### src/rtl/pcie_cpl_gen.sv
// pcie_cpl_gen: completer-side responder.
//   Request side : req_valid/req_ready handshake with decoded TLP header fields
//                  (fmt, type, tc, length, requestID, addr); cfg_completID is
//                  sampled when a request is accepted.
//   Memory side  : mem_rd_en/mem_addr strobe, mem_rdata returned one cycle later.
//   Completion   : cpl_valid/cpl_ready handshake with completion header fields and
//                  a 1024-bit data bus (DW k in bits [32k+31:32k]).
// MRd requests are read from memory in chunks of up to MAX_DW DWs, one completion
// per chunk. MWr requests are dropped. Anything else gets a UR completion.

// One data lane of the completion payload: cleared at chunk start, loaded by
// the read that targets this lane.
module pcie_cpl_lane (
    input  logic        clk,
    input  logic        rst_n,
    input  logic        clr,
    input  logic        wr,
    input  logic [31:0] wdata,
    output logic [31:0] q
);
    always_ff @(posedge clk or negedge rst_n) begin
        if (!rst_n)   q <= '0;
        else if (clr) q <= '0;
        else if (wr)  q <= wdata;
    end
endmodule

module pcie_cpl_gen #(
    parameter int MAX_DW = 32
) (
    input  logic                  clk,
    input  logic                  rst_n,
    // request header
    input  logic                  req_valid,
    output logic                  req_ready,
    input  logic [2:0]            req_fmt,
    input  logic [4:0]            req_type,
    input  logic [2:0]            req_tc,
    input  logic [8:0]            req_length,
    input  logic [15:0]           req_requestID,
    input  logic [31:0]           req_addr,
    input  logic [15:0]           cfg_completID,
    // local memory
    output logic                  mem_rd_en,
    output logic [31:0]           mem_addr,
    input  logic [31:0]           mem_rdata,
    // completion
    output logic                  cpl_valid,
    input  logic                  cpl_ready,
    output logic [2:0]            cpl_fmt,
    output logic [4:0]            cpl_type,
    output logic [2:0]            cpl_tc,
    output logic [8:0]            cpl_length,
    output logic [2:0]            cpl_status,
    output logic [11:0]           cpl_byte_count,
    output logic [6:0]            cpl_lower_addr,
    output logic [15:0]           cpl_requestID,
    output logic [15:0]           cpl_completID,
    output logic                  cpl_last,
    output logic [32*MAX_DW-1:0]  cpl_data
);
    typedef enum logic [1:0] {IDLE, FETCH, DRAIN, SEND} state_t;

    state_t      state, state_nxt;
    logic [8:0]  rem;
    logic [29:0] cur_addr;      // DW address of the current chunk
    logic [2:0]  tc;
    logic [15:0] rid, cid;
    logic        is_ur;
    logic [5:0]  rd_cnt;
    logic        cap_vld;
    logic [5:0]  cap_idx;
    logic [MAX_DW-1:0][31:0] lane_q;

    logic       accept, is_mrd, is_mwr, cpl_hs, more, clr_data, send;
    logic [5:0] n;
    logic       unused_addr_lsb;

    assign unused_addr_lsb = ^req_addr[1:0];

    assign accept = req_valid && req_ready;
    assign is_mrd = (req_fmt[2:1] == 2'b00) && (req_type == 5'b00000) && (req_length != 9'd0);
    assign is_mwr = (req_fmt[2:1] == 2'b01) && (req_type == 5'b00000);

    // chunk size: remaining DWs capped at one data bus worth
    assign n      = (rem > 9'(MAX_DW)) ? 6'(MAX_DW) : rem[5:0];
    assign send   = (state == SEND);
    assign cpl_hs = send && cpl_ready;
    assign more   = !is_ur && (rem > {3'b000, n});
    // payload is cleared whenever a new chunk begins
    assign clr_data = (state == IDLE && accept) || (cpl_hs && more);

    always_ff @(posedge clk or negedge rst_n) begin
        if (!rst_n) state <= IDLE;
        else        state <= state_nxt;
    end

    always_comb begin
        state_nxt = state;
        unique case (state)
            IDLE:  if (accept) begin
                       if (is_mrd)       state_nxt = FETCH;
                       else if (!is_mwr) state_nxt = SEND;
                   end
            FETCH: if (rd_cnt == n - 6'd1) state_nxt = DRAIN;
            DRAIN: state_nxt = SEND;
            SEND:  if (cpl_ready) state_nxt = more ? FETCH : IDLE;
            default: state_nxt = IDLE;
        endcase
    end

    always_ff @(posedge clk or negedge rst_n) begin
        if (!rst_n) begin
            rem      <= '0;
            cur_addr <= '0;
            tc       <= '0;
            rid      <= '0;
            cid      <= '0;
            is_ur    <= 1'b0;
            rd_cnt   <= '0;
            cap_vld  <= 1'b0;
            cap_idx  <= '0;
        end else begin
            if (state == IDLE && accept) begin
                tc       <= req_tc;
                rid      <= req_requestID;
                cid      <= cfg_completID;
                cur_addr <= req_addr[31:2];
                rem      <= req_length;
                is_ur    <= !is_mrd;
            end else if (cpl_hs && more) begin
                cur_addr <= cur_addr + 30'(n);
                rem      <= rem - 9'(n);
            end
            if (state == FETCH && rd_cnt != n - 6'd1) rd_cnt <= rd_cnt + 6'd1;
            else                                      rd_cnt <= '0;
            // read data lands one cycle after the strobe; remember its lane
            cap_vld <= mem_rd_en;
            cap_idx <= rd_cnt;
        end
    end

    for (genvar g = 0; g < MAX_DW; g++) begin : g_lane
        pcie_cpl_lane u_lane (
            .clk   (clk),
            .rst_n (rst_n),
            .clr   (clr_data),
            .wr    (cap_vld && (cap_idx == 6'(g))),
            .wdata (mem_rdata),
            .q     (lane_q[g])
        );
    end

    assign req_ready = (state == IDLE);
    assign mem_rd_en = (state == FETCH);
    assign mem_addr  = mem_rd_en ? {cur_addr + 30'(rd_cnt), 2'b00} : 32'd0;

    // completion fields are zero outside SEND so reset/idle show a clean bus
    assign cpl_valid      = send;
    assign cpl_fmt        = (send && !is_ur) ? 3'b010 : 3'b000;
    assign cpl_type       = send ? 5'b01010 : 5'b00000;
    assign cpl_tc         = send ? tc : 3'd0;
    assign cpl_length     = (send && !is_ur) ? {3'b000, n} : 9'd0;
    assign cpl_status     = (send && is_ur) ? 3'b001 : 3'b000;
    assign cpl_byte_count = !send ? 12'd0 : (is_ur ? 12'd4 : {1'b0, rem, 2'b00});
    assign cpl_lower_addr = (send && !is_ur) ? {cur_addr[4:0], 2'b00} : 7'd0;
    assign cpl_requestID  = send ? rid : 16'd0;
    assign cpl_completID  = send ? cid : 16'd0;
    assign cpl_last       = send && (is_ur || rem == {3'b000, n});
    assign cpl_data       = (send && !is_ur) ? lane_q : '0;
endmodule

### config.mk
export PLATFORM = sky130hd
export DESIGN_NAME = pcie_cpl_gen
export DESIGN_NICKNAME = d
export VERILOG_FILES = /design/src/rtl/pcie_cpl_gen.sv
export SDC_FILE = /design/constraint.sdc
export NUM_CORES = 2
export LEC_CHECK = 0
export BUFFER_PORTS_ARGS = -buffer_cell sky130_fd_sc_hd__clkbuf_2
export CAP_MARGIN = 20
export CORE_AREA = 10 10 486 488
export CTS_CLUSTER_DIAMETER = 150
export DETAILED_ROUTE_END_ITERATION = 8
export DIE_AREA = 0 0 496 498
export MAX_ROUTING_LAYER = met4
export SLEW_MARGIN = 0
export SYNTH_ARGS = -nofsm -noshare
export SYNTH_HDL_FRONTEND = slang
export SYNTH_SLANG_ARGS = --single-unit
### constraint.sdc
create_clock -name clk -period 3.6 [get_ports clk]
set_clock_uncertainty 0.15 [all_clocks]
set_input_delay 0.72 -clock clk [delete_from_list [all_inputs] [get_ports clk]]
set_output_delay 0.72 -clock clk [all_outputs]
set_load 0.03 [all_outputs]
==> results.cfg <==
[status]
outcome = complete, but fails checks
violations = negative setup slack

[min_path]
hp-class = in2reg

[timing]
drv_slew = 0
period_share_pct = 112
relSlewSlack_pct = 28.8
fmax_mhz = 247
rsz0062_at_grt = true
holdWs_ps = 91.2
final-setup-viol-count = 25
timing.setup.tns_ps = -8080
finalHoldViolations = 0
setup_slack_ps = -449
tightest_slew_ps = 1070
fin_crit_ps = 4050

[floorplanning]
die_w_um = 496
rows = 175
die_h_um = 498
die_area_sq_mm = 0.247
ios = 1254
initial_core_util_pct = 23.4
core_area_sq_mm = 0.226

[place]
place_hpwl_um = 175000
port_buffers = 1233
place.gp.congestion = 0.893
pre_cts_ws_ps = -37.8

[drt]
drtPass1Iterations = 6
first_iter_violations = 3885
via_per_inst = 4.67
wl_met2_um = 117000
wl_per_cell_um = 25.8
drcViolationCount = 0
vias = 45900
wl_met1_um = 103000
ant_nets = 0
highest_layer = met4
route.met3.wl_um = 19500
wl_um = 253000

[global_route]
grt_pass1_vias = 46400
grt_overflow = 0
antenna_found_initial = 21
grt_usage_pct = 20.0
grt_pass1_wl_um = 350000
grt_max_degree = 198

[clock_tree]
cts.sinks = 1114
cts_root_buf = clkbuf_16
insertion_delay_ps = 790
cts_buffers = 133
cts.clk_slew.worst_paths_ps = 60
htreeDepth = 4
tritoncts = done
clk_path_buf_depth = 3

[synth]
synth_area_leaders = dfrtp_1 53%, and2_1 13%, nand2_1 9.3%
synth_commonest_cells = 1312 x nand2_1, 1114 x and2_1, 1114 x dfrtp_1
synth_top_area_share_pct = 52.7
synth_compound_area_share_pct = 7.10
synth_top_family_by_area = simple AND/OR/NAND/NOR gates
ys_seq_area_share_pct = 52.7
syn_avg_cell_area_sq_um = 9.64
ys.flop_type = dfrtp_1
synth_xor_area_share_pct = 0.696
synth_area_sq_mm = 0.0529
synth_fa_ha_area_share_pct = 0.502
synth_seq_cells = 1114
synthMuxAreaShare_pct = 10.2
yosys.area.top_type = dfrtp_1
async_flop_share_pct = 100
syn_inst = 5485
yosysUniqueCellTypes = 71
yosys.area_share.simple_pct = 24.7
synth.most_common_cell = nand2_1
yosysWarnings = 0
synth-edff-count = 0

[pwr]
power_frac_clock_pct = 27.0
p_seq_share_pct = 34.2
sw_frac_of_total_pct = 39.0
switching_power_mw = 19.9
p_leak_nw = 32.6
powerDensity_mw_per_mm2 = 731
pwr-share-comb_pct = 38.8
internal_power_mw = 31.1
max-vdd-ir-drop_uv = 425

[flow_run]
drv_cap = 0

[layout]
nNetsFinal = 6847
layout-drive-gt1-share_pct = 33.5
syn_to_final_growth_pct = 31.9

[setup_path]
critPathCaptureType = output port
crit_type = reg2out
cp.arrival_ps = 3180
cp-start-kind = register
critPathMaxFanout = 5
required_ps = 2730
-- sequential cells by signal, indices dropped and copies added (netlist names), 3 cells and up --
signal           flops
cap_idx              6
cid                 16
cur_addr            30
g_lane.u_lane.q   1024
rd_cnt               6
rem                  9
rid                 16
tc                   3
-- through the flow --
stage	power (mW)	util [%]	std cells	instance area, sq um
floorplan	28.9	-	5501	53000
global placement	35.6	27.9	9480	63200
detailed placement	36.0	27.9	9480	63200
CTS	51.0	30.6	9800	69400
global route	53.3	30.8	9818	69700
finish	51.0	30.8	9826	69700
-- kinds of logic (layout without fill, tap and decap cells) --
| family | count (synthesis) | in the layout |
|---|---|---|
| flip-flops | 1114 | 1114 |
| AND/OR/NAND/NOR | 2639 | 2639 |
| buffers and inverters | 500 | 1804 |
| XOR/XNOR | 42 | 42 |
| other | 2 | 30 |
| multiplexers | 470 | 470 |
| AO/OA/AOI/OAI | 698 | 698 |
| adder cells (fa/ha/maj) | 20 | 20 |
-- timing repair --
item | CTS | global route
hold endpoints to repair | 119 | 0
pin swaps | 22 | 25
buffers inserted | 31 | 18
setup endpoints to repair | 1007 | 438
resized for setup | 180 | 122
gates cloned | 12 | 2
hold buffers | 45 | 0
-- placed cells by master (no fill, tap or decap), drive strengths merged, types with 45 or more instances in the layout --
cell type and n:
dlygate4sd3 45, mux2 464, o21ai 53, clkbuf 1383, nor2 79, buf 322, and2 1114, dfrtp 1114
a21oi 587, nand2 1312
-- worst max-delay path, cell delays in order (launching register included) --
cell and delay, ps:
dfrtp_1 410, ha_4 180, fa_2 340, a21o_1 180, a21oi_2 180, o21bai_1 100
a21oi_2 250, buf_4 170, clkbuf_16 150, o21ai_2 70, a21oi_2 210, clkbuf_8 200
-- worst paths after layout --
check	startpoint	endpoint	slack [ps]	cells past startpoint
hold reg to reg	rid[15]	rid[15]	320	2
setup reg to reg	rem[7]	cur_addr[13]	440	10
max in group asynchronous	rst_n	g_lane[15].u_lane.q[17]	1720	4
setup / recovery	cur_addr[0]	mem_addr[14]	-450	11
min in group asynchronous	rst_n	g_lane[25].u_lane.q[26]	250	2
hold / removal	cfg_completID[8]	cid[8]	90	3
-- layout make-up --
| class | count | area (sq um) |
|---|---|---|
| Fill cell | 23500 | 157000 |
| Inverter | 11 | 53.8 |
| Tap cell | 3009 | 3760 |
| Clock buffer | 193 | 3790 |
| Antenna cell | 12 | 30.0 |
| Multi-Input combinational cell | 3887 | 23400 |
| Sequential cell | 1114 | 27900 |
| Clock inverter | 40 | 622 |
| Timing Repair Buffer | 1560 | 10200 |
-- power by group through the flow --
stage / Sequential (mW) / Clock [mW] / Combinational [mW]
after floorplan: 16.9 / 0 / 12.1
after global placement: 17.4 / 0 / 18.2
after detailed placement: 17.6 / 0 / 18.4
after CTS: 17.4 / 14.0 / 19.6
after global routing: 17.8 / 14.5 / 21.0
final: 17.4 / 13.8 / 19.8
-- layer usage --
| metal | vias to the layer above | track usage, % |
|---|---|---|
| met1 | 22900 | 24.3 |
| met3 | 508 | 4.34 |
| met5 | - | - |
| li1 | 20100 | - |
| met4 | 0 | 9.66 |
| met2 | 2318 | 31.6 |
No activity file was read; power rests on OpenSTA's default activity.
